### src/rtl/csa_accum_pkg.sv
// rtl/csa_accum_pkg.sv - shared types and default sizes for the carry-save accumulator
//
// Purpose : FSM state encoding and default parameter values used by
//           csa_accum_scheduler and its bench.
// Contents: state_t        - IDLE / ACCUM / RESOLVE / DONE
//           DEF_WIDTH      - operand width
//           DEF_MAX_OPS    - operands per batch before a forced resolve
//           DEF_RW, DEF_CW - derived result and count widths

package csa_accum_pkg;

    localparam int DEF_WIDTH   = 4;
    localparam int DEF_MAX_OPS = 16;
    localparam int DEF_RW      = DEF_WIDTH + $clog2(DEF_MAX_OPS);
    localparam int DEF_CW      = $clog2(DEF_MAX_OPS) + 1;

    typedef enum logic [1:0] {
        ST_IDLE    = 2'd0,
        ST_ACCUM   = 2'd1,
        ST_RESOLVE = 2'd2,
        ST_DONE    = 2'd3
    } state_t;

endpackage

### src/rtl/carry_save_logic_n.sv
// rtl/carry_save_logic_n.sv - N-bit 3:2 carry-save compressor
//
// Purpose : Reduces three N-bit addends to a sum word and a carry word whose
//           total equals a + b + c modulo 2^N.
// Ports   : i_a, i_b, i_c - addends
//           o_sum         - bitwise sum (xor of the three inputs)
//           o_carry       - majority bits shifted up one place, MSB carry dropped

module carry_save_logic_n #(
    parameter int N = 8
) (
    input  logic [N-1:0] i_a,
    input  logic [N-1:0] i_b,
    input  logic [N-1:0] i_c,
    output logic [N-1:0] o_sum,
    output logic [N-1:0] o_carry
);

    logic [N-1:0] w_maj;

    assign o_sum   = i_a ^ i_b ^ i_c;
    assign w_maj   = (i_a & i_b) | (i_a & i_c) | (i_b & i_c);
    // Dropping the top carry keeps the pair consistent modulo 2^N.
    assign o_carry = w_maj << 1;

endmodule

### src/rtl/csa_accum_scheduler.sv
// rtl/csa_accum_scheduler.sv - batch accumulator with carry-save partials and one resolve cycle
//
// Purpose : Accepts a stream of unsigned operands, keeps the running total in
//           carry-save form (S, C) so each operand costs only a 3:2 compress,
//           then resolves S + C once per batch and offers the result.
// Ports   : clk, rst_n          - clock, asynchronous active-low reset
//           clr                 - synchronous abort back to IDLE
//           in_valid/in_ready   - operand handshake; in_data operand, in_last batch end
//           out_valid/out_ready - result handshake
//           out_sum             - resolved batch sum (RW bits)
//           out_count           - operands in the batch (CW bits)

module csa_accum_scheduler
    import csa_accum_pkg::*;
#(
    parameter  int WIDTH   = DEF_WIDTH,
    parameter  int MAX_OPS = DEF_MAX_OPS,
    localparam int RW      = WIDTH + $clog2(MAX_OPS),
    localparam int CW      = $clog2(MAX_OPS) + 1
) (
    input  logic             clk,
    input  logic             rst_n,
    input  logic             clr,
    input  logic             in_valid,
    output logic             in_ready,
    input  logic [WIDTH-1:0] in_data,
    input  logic             in_last,
    output logic             out_valid,
    input  logic             out_ready,
    output logic [RW-1:0]    out_sum,
    output logic [CW-1:0]    out_count
);

    state_t          r_state;
    state_t          w_next_state;

    logic [RW-1:0]   r_s;
    logic [RW-1:0]   r_c;
    logic [CW-1:0]   r_count;
    logic [RW-1:0]   r_out_sum;
    logic [CW-1:0]   r_out_count;

    logic            w_in_xfer;
    logic            w_out_xfer;
    logic            w_hit_max;
    logic [CW-1:0]   w_count_inc;
    logic [RW-1:0]   w_operand;
    logic [RW-1:0]   w_csa_sum;
    logic [RW-1:0]   w_csa_carry;

    assign in_ready    = (r_state == ST_IDLE) || (r_state == ST_ACCUM);
    assign out_valid   = (r_state == ST_DONE);
    assign out_sum     = r_out_sum;
    assign out_count   = r_out_count;

    assign w_in_xfer   = in_valid && in_ready;
    assign w_out_xfer  = out_valid && out_ready;
    assign w_operand   = RW'(in_data);
    assign w_count_inc = r_count + CW'(1);
    // The operand being accepted now is the one that fills the batch.
    assign w_hit_max   = (w_count_inc == CW'(MAX_OPS));

    carry_save_logic_n #(
        .N (RW)
    ) u_csa (
        .i_a     (r_s),
        .i_b     (r_c),
        .i_c     (w_operand),
        .o_sum   (w_csa_sum),
        .o_carry (w_csa_carry)
    );

    always_ff @(posedge clk or negedge rst_n) begin
        if (!rst_n) begin
            r_state <= ST_IDLE;
        end else begin
            r_state <= w_next_state;
        end
    end

    always_comb begin
        w_next_state = r_state;
        if (clr) begin
            w_next_state = ST_IDLE;
        end else begin
            case (r_state)
                ST_IDLE: begin
                    if (w_in_xfer) begin
                        w_next_state = (in_last || (MAX_OPS == 1)) ? ST_RESOLVE : ST_ACCUM;
                    end
                end
                ST_ACCUM: begin
                    if (w_in_xfer && (in_last || w_hit_max)) begin
                        w_next_state = ST_RESOLVE;
                    end
                end
                ST_RESOLVE: begin
                    w_next_state = ST_DONE;
                end
                ST_DONE: begin
                    if (w_out_xfer) begin
                        w_next_state = ST_IDLE;
                    end
                end
                default: begin
                    w_next_state = ST_IDLE;
                end
            endcase
        end
    end

    always_ff @(posedge clk or negedge rst_n) begin
        if (!rst_n) begin
            r_s         <= '0;
            r_c         <= '0;
            r_count     <= '0;
            r_out_sum   <= '0;
            r_out_count <= '0;
        end else if (clr) begin
            r_s         <= '0;
            r_c         <= '0;
            r_count     <= '0;
            r_out_sum   <= '0;
            r_out_count <= '0;
        end else begin
            case (r_state)
                ST_IDLE: begin
                    if (w_in_xfer) begin
                        r_s     <= w_operand;
                        r_c     <= '0;
                        r_count <= CW'(1);
                    end
                end
                ST_ACCUM: begin
                    if (w_in_xfer) begin
                        r_s     <= w_csa_sum;
                        r_c     <= w_csa_carry;
                        r_count <= w_count_inc;
                    end
                end
                ST_RESOLVE: begin
                    // Single carry-propagate add per batch.
                    r_out_sum   <= r_s + r_c;
                    r_out_count <= r_count;
                end
                ST_DONE: begin
                    if (w_out_xfer) begin
                        r_s     <= '0;
                        r_c     <= '0;
                        r_count <= '0;
                    end
                end
                default: begin
                    r_s     <= '0;
                    r_c     <= '0;
                    r_count <= '0;
                end
            endcase
        end
    end

endmodule

### config.mk
export PLATFORM = sky130hd
export DESIGN_NAME = csa_accum_scheduler
export DESIGN_NICKNAME = d
export VERILOG_FILES = /design/src/rtl/csa_accum_pkg.sv /design/src/rtl/carry_save_logic_n.sv /design/src/rtl/csa_accum_scheduler.sv
export SDC_FILE = /design/constraint.sdc
export NUM_CORES = 1
export LEC_CHECK = 0
export CELL_PAD_IN_SITES_DETAIL_PLACEMENT = 2
export CELL_PAD_IN_SITES_GLOBAL_PLACEMENT = 2
export CORE_UTILIZATION = 40
export CTS_BUF_LIST = sky130_fd_sc_hd__clkbuf_8
export DETAILED_ROUTE_END_ITERATION = 16
export DONT_BUFFER_PORTS = 1
export PLACE_DENSITY = 0.86
export RECOVER_POWER = 100
export SETUP_SLACK_MARGIN = 0.1
export SLEW_MARGIN = 5
export SYNTH_ARGS = -nofsm -noshare
export SYNTH_HDL_FRONTEND = slang
export SYNTH_SLANG_ARGS = --single-unit
### constraint.sdc
create_clock -name clk -period 4.7 [get_ports clk]
set_input_delay 1.41 -clock clk [delete_from_list [all_inputs] [get_ports clk]]
set_output_delay 1.41 -clock clk [all_outputs]
set_load 0.03 [all_outputs]
==> out/qor.yml <==
synthesis:
  avgSynthCellArea_um2: 9.29
  syn_nets: 242
  synth_top_flop_cell: "dfrtp_1"
  ys_ff_latch: 35
  synth_cell_type_count: 41
  seq_area_frac_synth: 0.436
  synth_edf_count: 0
  netlist_area_um2: 2010
  synthArstFlopShare: 1.00
  netlist_instances: 216
  ys_warn_count: 0
power_and_ir_drop:
  p_per_area_nw_per_um2: 465
  power_leakage_nw: 0.940
  ir_drop_mv: 0.204
place:
  io_buffers: 0
  place_inst: 273
  place_ws_ns: 1.69
  place.gp.congestion: 0.784
  hpwlAfterDp_um: 3680
routing:
  wl_per_cell_um: 19.6
  drt_wl_total_um: 5520
  vias: 1633
  final_antenna_net_count: 0
  drt-pass1-iter-count: 4
  first_iter_violations: 33
  vias_per_cell: 5.81
  drc: 0
status:
  outcome: "completed"
floorplanning:
  die_w_um: 72.8
  die_height_um: 72.8
  rows: 25
  start_util: 0.419
  io_pins: 25
  die_area_um2: 5300
  core_um2: 4790
hold_path:
  min_to: "r_c[6]"
  min_path_cells: 2
  min_path_type: "reg -> reg"
  hold_start: "r_c[6]"
timing:
  maxSlewHeadroom: 0.163
  final_max_slew_viol_count: 0
  min_period_over_period: 0.649
  hold_viol: 0
  max_freq_mhz: 328
  finalSetupViolCount: 0
  worstMarginPinSlew_ns: 1.25
  grt_setup_unrepaired: "false"
  tns_ns: 0
  min_period_ns: 3.05
  hold_ws_ns: 0.520
  skew_ns: 0.0115
  setup_slack_ns: 1.65
worst_setup_path:
  critical_path_required_ns: 3.29
  cp-end-kind: "output pin"
  r2r_setup_slack_ns: 2.14
  r2r-start: "r_state[0]"
  cp.arrival_ns: 1.64
  crit_fanout: 6
  path_class: "reg -> out"
  start_kind: "register"
  r2r-end: "r_count[3]"
  reg2reg_depth: 7
clocking:
  cts_sinks: 35
  cts.clk_slew.worst_paths_ns: 0.08
  hold_buffers: 0
  post_cts_buffers: 0
  clockRootBuffer: "clkbuf_8"
  clock_path_buffers: 2
  h-tree-depth: 2
  clk_latency_ns: 0.30
  numCtsBuffers: 5
  cts_tree: "done"
  ctsResizeCount: 0
cells_and_area:
  diodes: 0
  stdcell_count: 281
  synthToLayoutAreaGrowth_pct: 6.73
  fill_cells: 551
  drive_above_1_share: 0.0421
  finalNetCount: 239
grt:
  grt_use_total: 0.237
  grt-ovfl-total: 0
  grt_start_max_net_pins: 41
  antenna_found_initial: 0
  grt_pass1_vias: 1794
  grt_pass1_wl_um: 9210
flow_run:
  cap_viol_max_count: 0
## cells in the final DEF, fill, tap and decap left out, types with 2 or more instances in the layout
| cell type | netlist | final |
|---|---|---|
| ha_1 | 12 | 12 |
| nor2b_1 | 2 | 2 |
| nand2b_1 | 3 | 3 |
| nor3_1 | 3 | 3 |
| or4_1 | 2 | 2 |
| clkbuf_8 | 0 | 6 |
| a21o_1 | 2 | 2 |
| inv_1 | 7 | 7 |
| nor2_1 | 19 | 19 |
| a211oi_1 | 4 | 4 |
| a21oi_1 | 5 | 5 |
| a22oi_1 | 4 | 4 |
| dfrtp_1 | 35 | 35 |
| mux2i_1 | 9 | 9 |
| fa_1 | 4 | 4 |
| o21ai_0 | 21 | 21 |
| nand3_1 | 9 | 9 |
| o41ai_1 | 2 | 2 |
| nand2_1 | 39 | 39 |
| nor3b_1 | 2 | 2 |
| o22ai_1 | 2 | 2 |
| o211ai_1 | 2 | 2 |
## power by group
group          switching, mW  internal (mW)  leakage [nW]
logic                  0.226          0.110         0.411
clock network          0.125          0.120        0.0474
registers             0.0733          0.342         0.481
## routing by layer
layer	routed length, um	vias to the layer above	track usage	share of wire
met1	2390	846	0.288	0.43
met5	0	-	0	0
li1	-	748	-	-
met3	151	11	0.0511	0.027
met2	2870	28	0.409	0.52
met4	108	0	0.0937	0.020
## cell type report
class                           instances  area (um^2)  share of cell area
Inverter                                7         26.3              0.0123
Clock buffer                            6         82.6              0.0386
Sequential cell                        35          876               0.409
Multi-Input combinational cell        163         1050               0.490
Timing Repair Buffer                    1         7.51             0.00350
Clock inverter                          2         16.3             0.00759
Tap cell                               67         83.8              0.0391
## through the flow
stage	instance area (um^2)	power, mW	util
2_1_floorplan	2010	0.683	-
3_3_place_gp	2050	0.724	0.427
3_5_place_dp	2050	0.755	0.427
4_1_cts	2140	1.01	0.448
5_1_grt	2140	1.06	0.448
6_report	2140	0.996	0.448
## how the worst max path moves through the flow
stage | start | end | slack, ns | cells after the start
after global placement | clr | r_count[3] | 1.79 | 5
after floorplan | clr | r_c[3] | 2.13 | 5
after CTS | r_state[0] | in_ready | 1.88 | 3
after detailed placement | clr | r_count[3] | 1.69 | 5
final | r_state[0] | in_ready | 1.65 | 3
after global routing | r_state[0] | in_ready | 1.59 | 3
## cells in the mapped netlist, drive strengths merged (2+ instances only)
library cell,number,share of area
inv,7,0.013
nor3,3,0.0075
clkbuf,7,0.013
nor2,19,0.036
ha,12,0.075
fa,4,0.040
o41ai,2,0.0087
nand2,39,0.073
nor2b,2,0.0062
o22ai,2,0.0062
a21o,2,0.0075
mux2i,9,0.045
a22oi,4,0.015
dfrtp,35,0.44
nand2b,3,0.0094
a21oi,5,0.012
nand3,9,0.022
a211oi,4,0.015
buf,4,0.013
nor3b,2,0.0075
o211ai,2,0.0075
or4,2,0.0075
o21ai,21,0.052
## worst max-delay path, cell delays in order (launching register included)
cell	delay (ns)
dfrtp_1	0.42
inv_1	0.13
ha_1	0.28
or2_0	0.52
## flip-flops by register name (all words and copies together), names as in the netlist
register / count
r_s: 8
out_count: 5
out_sum: 8
r_count: 5
r_state: 2
r_c: 7
## kinds of logic after synthesis
logic type | Yosys count | share of synthesized area
flip-flops | 35 | 0.436
adder cells (fa/ha/maj) | 16 | 0.115
AND/OR/NAND/NOR | 87 | 0.201
AO/OA/AOI/OAI | 49 | 0.155
multiplexers | 9 | 0.0449
buffers and inverters | 18 | 0.0393
XOR/XNOR | 2 | 0.00873
No activity file was read; power rests on OpenSTA's default activity.
